===== src/rtl/mdu_hilo.sv =====
// mdu_hilo: iterative multiply/divide unit with HI/LO result registers.
// Executes MULT/MULTU/DIV/DIVU one bit per cycle and services MTHI/MTLO.
// Sequence: IDLE -> PREP (take magnitudes) -> RUN (WIDTH steps) -> FIX (sign fix, write).
// Ports:
//   clk        rising-edge clock
//   rst_n      synchronous reset, active HIGH despite the name
//   start, op  launch request and opcode (00 MULT, 01 MULTU, 10 DIV, 11 DIVU)
//   a, b       operands (rs, rt); a is also the MTHI/MTLO source
//   mthi, mtlo move a into hi / lo (honoured only when idle)
//   hi, lo     result registers
//   busy       operation in flight
//   done       one-cycle pulse when hi/lo take a new result
module mdu_hilo #(
   parameter int unsigned WIDTH = 32
) (
   input  logic             clk,
   input  logic             rst_n,
   input  logic             start,
   input  logic [1:0]       op,
   input  logic [WIDTH-1:0] a,
   input  logic [WIDTH-1:0] b,
   input  logic             mthi,
   input  logic             mtlo,
   output logic [WIDTH-1:0] hi,
   output logic [WIDTH-1:0] lo,
   output logic             busy,
   output logic             done
);

   localparam int unsigned CntW = $clog2(WIDTH) + 1;
   localparam logic [CntW-1:0] CntInit = CntW'(WIDTH);

   typedef enum logic [1:0] {StIdle, StPrep, StRun, StFix} state_e;

   state_e               state_q, state_d;
   logic [1:0]           op_q, op_d;
   logic [WIDTH-1:0]     a_q, a_d;
   logic [WIDTH-1:0]     b_q, b_d;
   logic                 sign_q, sign_d;
   logic                 sign_r_q, sign_r_d;
   logic [CntW-1:0]      cnt_q, cnt_d;
   // Multiply: {partial product, remaining multiplier bits}.
   // Divide:   {partial remainder, remaining dividend bits / quotient bits}.
   logic [2*WIDTH-1:0]   acc_q, acc_d;
   logic [WIDTH-1:0]     dvs_q, dvs_d;
   logic [WIDTH-1:0]     hi_q, hi_d;
   logic [WIDTH-1:0]     lo_q, lo_d;
   logic                 done_q, done_d;

   logic                 is_div;
   logic                 is_signed;
   logic [WIDTH-1:0]     abs_a;
   logic [WIDTH-1:0]     abs_b;
   logic [WIDTH:0]       add_sum;
   logic [WIDTH:0]       part_rem;
   logic                 rem_ge;
   logic [2*WIDTH-1:0]   prod;
   logic [WIDTH-1:0]     quot;
   logic [WIDTH-1:0]     rem;

   always_comb begin
      state_d  = state_q;
      op_d     = op_q;
      a_d      = a_q;
      b_d      = b_q;
      sign_d   = sign_q;
      sign_r_d = sign_r_q;
      cnt_d    = cnt_q;
      acc_d    = acc_q;
      dvs_d    = dvs_q;
      hi_d     = hi_q;
      lo_d     = lo_q;
      done_d   = 1'b0;

      is_div    = op_q[1];
      is_signed = ~op_q[0];
      abs_a     = (is_signed && a_q[WIDTH-1]) ? -a_q : a_q;
      abs_b     = (is_signed && b_q[WIDTH-1]) ? -b_q : b_q;

      add_sum  = {1'b0, acc_q[2*WIDTH-1:WIDTH]} + {1'b0, dvs_q};
      // Remainder shifted left with the next dividend bit; may need WIDTH+1 bits.
      part_rem = acc_q[2*WIDTH-1:WIDTH-1];
      rem_ge   = (part_rem >= {1'b0, dvs_q});

      prod = (is_signed && sign_q) ? -acc_q : acc_q;
      quot = (is_signed && sign_q) ? -acc_q[WIDTH-1:0] : acc_q[WIDTH-1:0];
      rem  = (is_signed && sign_r_q) ? -acc_q[2*WIDTH-1:WIDTH] : acc_q[2*WIDTH-1:WIDTH];

      unique case (state_q)
         StIdle: begin
            if (mthi) hi_d = a;
            if (mtlo) lo_d = a;
            if (start) begin
               op_d    = op;
               a_d     = a;
               b_d     = b;
               state_d = StPrep;
            end
         end
         StPrep: begin
            sign_d   = a_q[WIDTH-1] ^ b_q[WIDTH-1];
            sign_r_d = a_q[WIDTH-1];
            acc_d    = {{WIDTH{1'b0}}, abs_a};
            dvs_d    = abs_b;
            cnt_d    = CntInit;
            state_d  = StRun;
         end
         StRun: begin
            if (is_div) begin
               // Restoring step; when rem_ge the difference is below the divisor, so it fits WIDTH.
               if (rem_ge) acc_d = {part_rem[WIDTH-1:0] - dvs_q, acc_q[WIDTH-2:0], 1'b1};
               else        acc_d = {part_rem[WIDTH-1:0], acc_q[WIDTH-2:0], 1'b0};
            end else begin
               if (acc_q[0]) acc_d = {add_sum, acc_q[WIDTH-1:1]};
               else          acc_d = {1'b0, acc_q[2*WIDTH-1:1]};
            end
            cnt_d = cnt_q - 1'b1;
            if (cnt_d == '0) state_d = StFix;
         end
         StFix: begin
            if (is_div && (b_q == '0)) begin
               lo_d = '1;
               hi_d = a_q;
            end else if (is_div) begin
               lo_d = quot;
               hi_d = rem;
            end else begin
               {hi_d, lo_d} = prod;
            end
            done_d  = 1'b1;
            state_d = StIdle;
         end
         default: state_d = StIdle;
      endcase
   end

   always_ff @(posedge clk) begin
      if (rst_n) begin
         state_q  <= StIdle;
         op_q     <= '0;
         a_q      <= '0;
         b_q      <= '0;
         sign_q   <= 1'b0;
         sign_r_q <= 1'b0;
         cnt_q    <= '0;
         acc_q    <= '0;
         dvs_q    <= '0;
         hi_q     <= '0;
         lo_q     <= '0;
         done_q   <= 1'b0;
      end else begin
         state_q  <= state_d;
         op_q     <= op_d;
         a_q      <= a_d;
         b_q      <= b_d;
         sign_q   <= sign_d;
         sign_r_q <= sign_r_d;
         cnt_q    <= cnt_d;
         acc_q    <= acc_d;
         dvs_q    <= dvs_d;
         hi_q     <= hi_d;
         lo_q     <= lo_d;
         done_q   <= done_d;
      end
   end

   assign hi   = hi_q;
   assign lo   = lo_q;
   assign busy = (state_q != StIdle);
   assign done = done_q;

endmodule


===== config.mk =====
export PLATFORM = sky130hd
export DESIGN_NAME = mdu_hilo
export DESIGN_NICKNAME = d
export VERILOG_FILES = /design/src/rtl/mdu_hilo.sv
export SDC_FILE = /design/constraint.sdc
export NUM_CORES = 1
export LEC_CHECK = 0
export CAP_MARGIN = 10
export CORE_ASPECT_RATIO = 1.75
export CORE_MARGIN = 2
export CORE_UTILIZATION = 65
export CTS_BUF_LIST = sky130_fd_sc_hd__clkbuf_8
export DETAILED_ROUTE_END_ITERATION = 12
export DONT_BUFFER_PORTS = 1
export GPL_ROUTABILITY_DRIVEN = 0
export PLACE_DENSITY = 0.92
export SLEW_MARGIN = 20
export SYNTH_ARGS = -nofsm -noshare
export SYNTH_HDL_FRONTEND = slang
export SYNTH_SLANG_ARGS = --single-unit

===== constraint.sdc =====
create_clock -name clk -period 3.4 [get_ports clk]
set_input_delay 0.51 -clock clk [delete_from_list [all_inputs] [get_ports clk]]
set_output_delay 0.51 -clock clk [all_outputs]
set_load 0.01 [all_outputs]

==> flow_summary_export.csv, run 1 <==
group,metric,value,unit
placed_design,place_inst,2621,
placed_design,port_buffers,0,
yosys,ys_top_cells_by_count,"321 x nand2_1, 301 x a21oi_1, 261 x nor2_1, 237 x dfxtp_1, 156 x clkbuf_1",
floorplanning,dieHeight,218,um
floorplanning,fp.dieW,126,um
global_route,grt_max_degree,200,
sta,repair-timing-grt-worst-ep,"acc_q[62]$_SDFFE_PP0P_/D",
yosys,synth_area,0.0170,mm2
yosys,synth_nets,2500,
floorplanning,rows,78,
placed_design,pre_cts_slack,-0.0652,ns
clock_network,htree_levels,2,
yosys,synth_area_per_cell,7.24,um2
outcome,stop_stage,"5_1_grt",
yosys,synthTopCellsByArea,"dfxtp_1 28%, a21oi_1 8.8%, nand2_1 7.1%",
outcome,tool.error,"[ERROR GRT-0232] Routing congestion too high. Check the congestion heatmap in the GUI.",
yosys,ys.flop_type,"dfxtp_1",
clock_network,cts-root-buf,"clkbuf_8",
yosys,async_reset_ff_frac,0,
floorplanning,io_pins,137,
clock_network,clock-sinks,237,
outcome,status,"aborted with a tool error",
clock_network,cts_resized,3,
floorplanning,initial_core_util,0.659,
sta,worst-ep-kind,"register input",
yosys,yosysTopAreaCell,"dfxtp_1",
yosys,synth_top_area_share,0.279,
yosys,synth-seq-area-share,0.279,
clock_network,cts_setup_buffers,0,
placed_design,dpl.hpwl,46700,um
yosys,syn_inst,2353,
yosys,synth_edf_count,0,
clock_network,clockBufferDepth,3,
yosys,synth_most_common_cell,"nand2_1",
clock_network,cts_hold_buf,0,
yosys,synth-seq-cells,237,
yosys,yosysWarnings,0,
global_route,globalRouteTotalUtil,0.511,
clock_network,numCtsBuffers,37,
yosys,synth_cell_type_count,78,
global_route,grt_overflow,3,
[cells by family after synthesis]
group           count (synthesis)  share of synthesized area
compound gates                736                      0.271
xor+xnor                      166                     0.0854
fa+ha+maj                      76                     0.0567
buf+inv                       252                     0.0563
simple gates                  835                      0.222
mux                            51                     0.0304
flops                         237                      0.279
[layer usage]
| layer | overflow | track usage |
|---|---|---|
| met2 | 1 | 0.771 |
| met4 | 2 | 0.529 |
| met3 | 0 | 0.258 |
| met5 | 0 | 0.0129 |
| met1 | 0 | 0.480 |
[metrics by stage]
| stage | instance area [um2] | setup TNS (ns) | utilization |
|---|---|---|---|
| after CTS | 18500 | 0 | 0.716 |
| after detailed placement | 17800 | -0.157 | 0.687 |
| after global placement | 17800 | 0 | 0.687 |
| after floorplan | 17000 | 0 | - |
==> inputs of run 2 (changes only) <==
--- a/config.mk
+++ b/config.mk
@@ -6,14 +6,12 @@
 export NUM_CORES = 1
 export LEC_CHECK = 0
 export CAP_MARGIN = 10
-export CORE_ASPECT_RATIO = 1.75
 export CORE_MARGIN = 2
-export CORE_UTILIZATION = 65
-export CTS_BUF_LIST = sky130_fd_sc_hd__clkbuf_8
+export CORE_UTILIZATION = 40
 export DETAILED_ROUTE_END_ITERATION = 12
 export DONT_BUFFER_PORTS = 1
 export GPL_ROUTABILITY_DRIVEN = 0
-export PLACE_DENSITY = 0.92
+export PLACE_DENSITY_LB_ADDON = 0.15
 export SLEW_MARGIN = 20
 export SYNTH_ARGS = -nofsm -noshare
 export SYNTH_HDL_FRONTEND = slang
==> flow_summary_export.csv, run 2 <==
group,metric,value,unit
yosys,yosysTopAreaCell,"dfxtp_1",
routing,wl_met2,27200,um
clock_network,clkTransAtPathRegs,0.06,ns
floorplanning,io_pins,137,
sta,tns,0,ns
yosys,synth-seq-area-share,0.279,
clock_network,numCtsBuffers,30,
finish,final_common_cell,"nand2_1",
yosys,synth_cell_type_count,78,
routing,wl_per_cell,22.5,um
power,clockPowerShare,0.199,
clock_network,cts-root-buf,"clkbuf_16",
yosys,ys_top_cells_by_count,"321 x nand2_1, 301 x a21oi_1, 261 x nor2_1, 237 x dfxtp_1, 156 x clkbuf_1",
finish,finalInstanceArea,0.0195,mm2
setup_path,critical_path_required,3.87,ns
setup_path,path_class,"reg2reg",
yosys,yosysWarnings,0,
sta,fin_crit,3.31,ns
setup_path,cp-end-kind,"flop",
routing,via_per_inst,6.13,
power,power_leakage,7.72,nW
sta,finalSetupViolations,0,
global_route,grt_max_degree,145,
yosys,ys.flop_type,"dfxtp_1",
routing,dr_wl_met3,7140,um
yosys,async_reset_ff_frac,0,
floorplanning,dieHeight,210,um
finish,largest_register_ffs,64,
placed_design,place_area,0.0183,mm2
setup_path,start_kind,"flop",
routing,drc,0,
clock_network,cts_setup_buffers,0,
routing,drt-initial-drc-count,2257,
finish,final_cell_mix,"320 x nand2_1, 299 x a21oi_1, 260 x nor2_1, 235 x dfxtp_1, 144 x buf_4",
floorplanning,coreArea,0.0419,mm2
sta,slew_headroom,0.415,
setup_path,critPathMaxFanout,4,
sta,tightestPinTransition,0.875,ns
finish,syn_to_final_growth,14.4,%
clock_network,htree_levels,1,
routing,finalWirelength,65900,um
sta,min_period_over_period,0.975,
yosys,synth_nets,2500,
power,p_per_area,919,mW/mm2
power,p_int,9.30,mW
global_route,grt_first_pass_wirelength,99400,um
finish,fin_nets,2507,
run,maxCapViolations,0,
routing,highest_layer,"met5",
yosys,synth_area,0.0170,mm2
yosys,synth_edf_count,0,
power,switching_power,8.62,mW
power,p_sw_frac,0.481,
sta,fmax,302,MHz
floorplanning,fp.dieW,210,um
sta,maxSlewViolCount,0,
setup_path,critical_path.max_stage_delay,0.40,ns
sta,hold_ws,0.0361,ns
yosys,synth_most_common_cell,"nand2_1",
routing,num_vias,17937,
placed_design,dpl.hpwl,49800,um
floorplanning,dieArea,0.0443,mm2
yosys,synthTopCellsByArea,"dfxtp_1 28%, a21oi_1 8.8%, nand2_1 7.1%",
yosys,synth-seq-cells,237,
global_route,grt_overflow,0,
finish,drive_above_1_share,0.111,
outcome,status,"finished, final reports clean",
power,ir_drop,0.000892,V
yosys,synth_area_per_cell,7.24,um2
finish,top_register,"acc_q",
setup_path,arrival,3.79,ns
global_route,globalRouteTotalUtil,0.290,
hold_path,hp-class,"in2reg",
floorplanning,rows,75,
global_route,grt_pass1_vias,16493,
routing,drt_pass1_iterations,6,
finish,nFillCells,4220,
routing,postRouteAntennaNets,0,
clock_network,clockBufferDepth,3,
setup_path,cp_slowest_cell,"fa_1",
routing,wl_met1,29400,um
finish,final-seq-area,0.00475,mm2
sta,skew,0.0179,ns
yosys,synth_top_area_share,0.279,
setup_path,crit_chain,"ha_1 -> inv_1 -> fa_1 -> nand2b_1 -> a21oi_2 -> o211ai_1 -> o21ai_1 -> a31oi_2 -> nor3_2 -> a211oi_2 -> xnor2_1 -> a211o_1 -> a32o_1",
global_route,antenna_found_initial,2,
floorplanning,initial_core_util,0.406,
finish,multiInputGateArea,0.0115,mm2
clock_network,clkLatencyLatePin,0.59,ns
sta,hold_violations,0,
power,seqPwrFrac,0.238,
power,comb_power_share,0.563,
clock_network,clock-sinks,237,
yosys,syn_inst,2353,
placed_design,port_buffers,0,
sta,rsz0062_at_grt,"false",
clock_network,cts_tree,"built",
-- run 2: worst paths after layout --
kind                              start                     end  slack (ns)  cells past startpoint
setup reg to reg  dvs_q[0]$_SDFFE_PP0N_  acc_q[51]$_SDFFE_PP0P_        0.09                     13
setup / recovery  dvs_q[0]$_SDFFE_PP0N_  acc_q[51]$_SDFFE_PP0P_        0.09                     13
hold / removal                    rst_n      hi[0]$_SDFFE_PP0P_        0.04                      1
hold reg to reg    b_q[27]$_SDFFE_PP0P_    b_q[27]$_SDFFE_PP0P_        0.48                      2
-- run 2: cell type report --
type | count | area share
diodes | 2 | 0.000257
clock buffers | 41 | 0.0437
clock inverters | 15 | 0.0128
inverters | 77 | 0.0148
multi-input cells | 1864 | 0.588
flip-flops and latches | 237 | 0.244
well taps | 539 | 0.0346
repair buffers | 150 | 0.0620
-- run 2: routing by layer --
metal / vias to the layer above / track usage
li1: 8419 / -
met1: 8461 / 0.416
met2: 907 / 0.420
met3: 148 / 0.0724
met4: 2 / 0.0942
met5: - / 0
-- run 2: cell families (layout without fill, tap and decap cells) --
logic type	Yosys count	after routing	synth area share
compound gates	736	736	0.271
flops	237	237	0.279
mux	51	51	0.0304
xor+xnor	166	166	0.0854
buf+inv	252	283	0.0563
fa+ha+maj	76	76	0.0567
other cells	0	2	0
simple gates	835	835	0.222
-- run 2: through the flow --
step / setup slack (ns) / instances / utilization / power, mW
after floorplan: 0.256 / 2353 / - / 10.6
after CTS: 0.0200 / 2923 / 0.462 / 17.6
after global routing: 0.00553 / 2923 / 0.464 / 19.0
final: 0.0864 / 2925 / 0.464 / 17.9
after global placement: 0.0748 / 2866 / 0.435 / 13.9
after detailed placement: 0.000700 / 2866 / 0.435 / 14.0
-- run 2: power groups by stage --
stage / Combinational, mW / Sequential (mW) / Clock [mW]
2_1_floorplan: 6.61 / 4.01 / 0
3_3_place_gp: 9.66 / 4.28 / 0
3_5_place_dp: 9.69 / 4.31 / 0
4_1_cts: 9.76 / 4.25 / 3.60
5_1_grt: 10.9 / 4.36 / 3.70
6_report: 10.1 / 4.26 / 3.56
-- run 2: critical path, delay by kind of cell, from the launching register on --
family | cells | cell delay, ns
AO/OA/AOI/OAI | 7 | 1.54
XOR/XNOR | 1 | 0.14
adder cells (fa/ha/maj) | 2 | 0.63
buffers and inverters | 1 | 0.07
flip-flops | 1 | 0.36
AND/OR/NAND/NOR | 2 | 0.46
-- run 2: what timing repair did --
item | CTS | global route
endpoints found under the hold margin | 56 | 0
hold buffers | 1 | 0
gates resized for setup | 3 | 19
setup endpoints to repair | 2 | 16
pin swaps | 0 | 6
gates cloned | 0 | 0
Power figures use the tool's default switching activity.
==> inputs of run 3 (changes only) <==
--- a/config.mk
+++ b/config.mk
@@ -7,7 +7,7 @@
 export LEC_CHECK = 0
 export CAP_MARGIN = 10
 export CORE_MARGIN = 2
-export CORE_UTILIZATION = 40
+export CORE_UTILIZATION = 55
 export DETAILED_ROUTE_END_ITERATION = 12
 export DONT_BUFFER_PORTS = 1
 export GPL_ROUTABILITY_DRIVEN = 0
==> flow_summary_export.csv, run 3 (same netlist as run 2, synthesis figures left out) <==
group,metric,value,unit
power,clockPowerShare,0.188,
sta,tightestPinTransition,0.955,ns
power,p_int,8.84,mW
routing,drt_pass1_iterations,9,
clock_network,clkLatencyLatePin,0.59,ns
clock_network,clkTransAtPathRegs,0.06,ns
routing,finalWirelength,60800,um
global_route,antenna_found_initial,0,
routing,postRouteAntennaNets,0,
routing,highest_layer,"met4",
power,p_sw_frac,0.484,
global_route,grt_max_degree,200,
power,seqPwrFrac,0.253,
sta,slew_headroom,0.361,
setup_path,critPathMaxFanout,4,
setup_path,ff2ff_path_depth,13,
hold_path,min_from,"rst_n",
power,ir_drop,0.00118,V
power,power_leakage,7.50,nW
finish,largest_register_ffs,64,
power,switching_power,8.30,mW
sta,skew,0.0202,ns
finish,syn_to_final_growth,10.9,%
sta,maxSlewViolCount,0,
sta,min_period_over_period,0.966,
routing,wl_per_cell,22.2,um
setup_path,regToRegStartpoint,"dvs_q[0]$_SDFFE_PP0N_",
finish,top_register,"acc_q",
clock_network,clockBufferDepth,3,
global_route,grt_pass1_vias,16279,
setup_path,ff2ff_setup_slack,0.12,ns
routing,drc,0,
placed_design,port_buffers,0,
floorplanning,dieHeight,180,um
finish,fin_nets,2469,
clock_network,numCtsBuffers,28,
sta,finalSetupViolations,0,
floorplanning,io_pins,137,
setup_path,arrival,3.77,ns
run,maxCapViolations,0,
finish,drive_above_1_share,0.0944,
power,comb_power_share,0.559,
setup_path,critical_path_required,3.88,ns
power,p_per_area,907,mW/mm2
clock_network,cts_tree,"built",
outcome,status,"complete, but fails checks",
setup_path,start_kind,"flop",
global_route,grt_first_pass_wirelength,93800,um
setup_path,cp-end-kind,"flop",
sta,hold_ws,-0.00916,ns
clock_network,cts-root-buf,"clkbuf_16",
floorplanning,dieArea,0.0324,mm2
hold_path,min_path_cells,1,
clock_network,htree_levels,1,
global_route,grt_overflow,0,
routing,dr_wl_met3,8210,um
floorplanning,fp.dieW,180,um
clock_network,clock-sinks,237,
sta,fin_crit,3.28,ns
routing,drt-initial-drc-count,2435,
routing,wl_met1,25200,um
floorplanning,rows,64,
power,p_total,17.1,mW
setup_path,path_class,"reg2reg",
sta,fmax,304,MHz
finish,final_cell_mix,"319 x nand2_1, 299 x a21oi_1, 260 x nor2_1, 235 x dfxtp_1, 107 x buf_4",
setup_path,worstReg2RegEnd,"acc_q[59]$_SDFFE_PP0P_",
global_route,globalRouteTotalUtil,0.358,
sta,hold_violations,2,
placed_design,dpl.hpwl,44800,um
floorplanning,coreArea,0.0305,mm2
outcome,violations,"hold timing",
routing,num_vias,17924,
hold_path,hp-class,"in2reg",
routing,wl_met2,24900,um
floorplanning,initial_core_util,0.558,
hold_path,holdPathEnd,"lo[26]$_SDFFE_PP0P_",
routing,via_per_inst,6.54,
finish,final_common_cell,"nand2_1",
==> run 3: cell type report <==
type / instances / area [um2]
multi-input combinational: 1864 / 11500
inverter: 77 / 289
sequential: 237 / 4750
clock buffer: 39 / 792
tap: 396 / 495
timing repair buffer: 114 / 933
clock inverter: 11 / 184
antenna: 1 / 2.50
fill: 2786 / 11600
==> run 3: worst max-delay path by stage <==
stage	from	end	slack, ns	cells after the start
finish	dvs_q[0]$_SDFFE_PP0N_	acc_q[59]$_SDFFE_PP0P_	0.12	13
global route	acc_q[31]$_SDFFE_PP0P_	acc_q[56]$_SDFFE_PP0P_	-0.01	15
CTS	dvs_q[0]$_SDFFE_PP0N_	acc_q[51]$_SDFFE_PP0P_	0.02	13
detailed placement	dvs_q[0]$_SDFFE_PP0N_	acc_q[51]$_SDFFE_PP0P_	0.05	13
global placement	dvs_q[0]$_SDFFE_PP0N_	acc_q[51]$_SDFFE_PP0P_	0.12	13
floorplan	acc_q[31]$_SDFFE_PP0P_	acc_q[56]$_SDFFE_PP0P_	0.26	14
==> run 3: timing repair <==
action	4_1_cts	5_1_grt
hold endpoints to repair	0	7
gates resized for setup	0	23
hold buffers	0	1
buffers inserted	0	2
setup endpoints to repair	0	13
==> run 3: stage by stage <==
stage	setup WS (ns)	area (um2)	util	setup TNS (ns)	std cells
6_report	0.115	18900	0.619	0	2739
5_1_grt	-0.0146	18900	0.619	-0.0461	2738
4_1_cts	0.0151	18800	0.615	0	2735
3_5_place_dp	0.0537	17800	0.583	0	2685
3_3_place_gp	0.118	17800	0.583	0	2685
2_1_floorplan	0.256	17000	-	0	2353
==> run 3: critical path: stages (launching register included) <==
cell and delay, ns:
dfxtp_1 0.36, ha_1 0.24, inv_1 0.07, fa_1 0.41, nand2b_1 0.19, a21oi_2 0.16
o211ai_1 0.26, o2111ai_2 0.32, nand3_1 0.19, o21ai_0 0.18, o21ai_0 0.17, nor2_1 0.26
mux2i_1 0.11, a31o_2 0.25
==> run 3: power groups by stage <==
stage	sequential, mW	combinational (mW)	clock, mW
after detailed placement	4.35	9.12	0
after global placement	4.31	9.00	0
after CTS	4.29	9.17	3.23
final	4.33	9.58	3.23
after global routing	4.38	10.3	3.34
after floorplan	4.01	6.61	0
==> run 3: per-layer routing <==
metal	GRT usage	up-vias
li1	-	8319
met1	0.513	8277
met2	0.522	1156
met3	0.0833	172
met4	0.132	0
met5	0	-
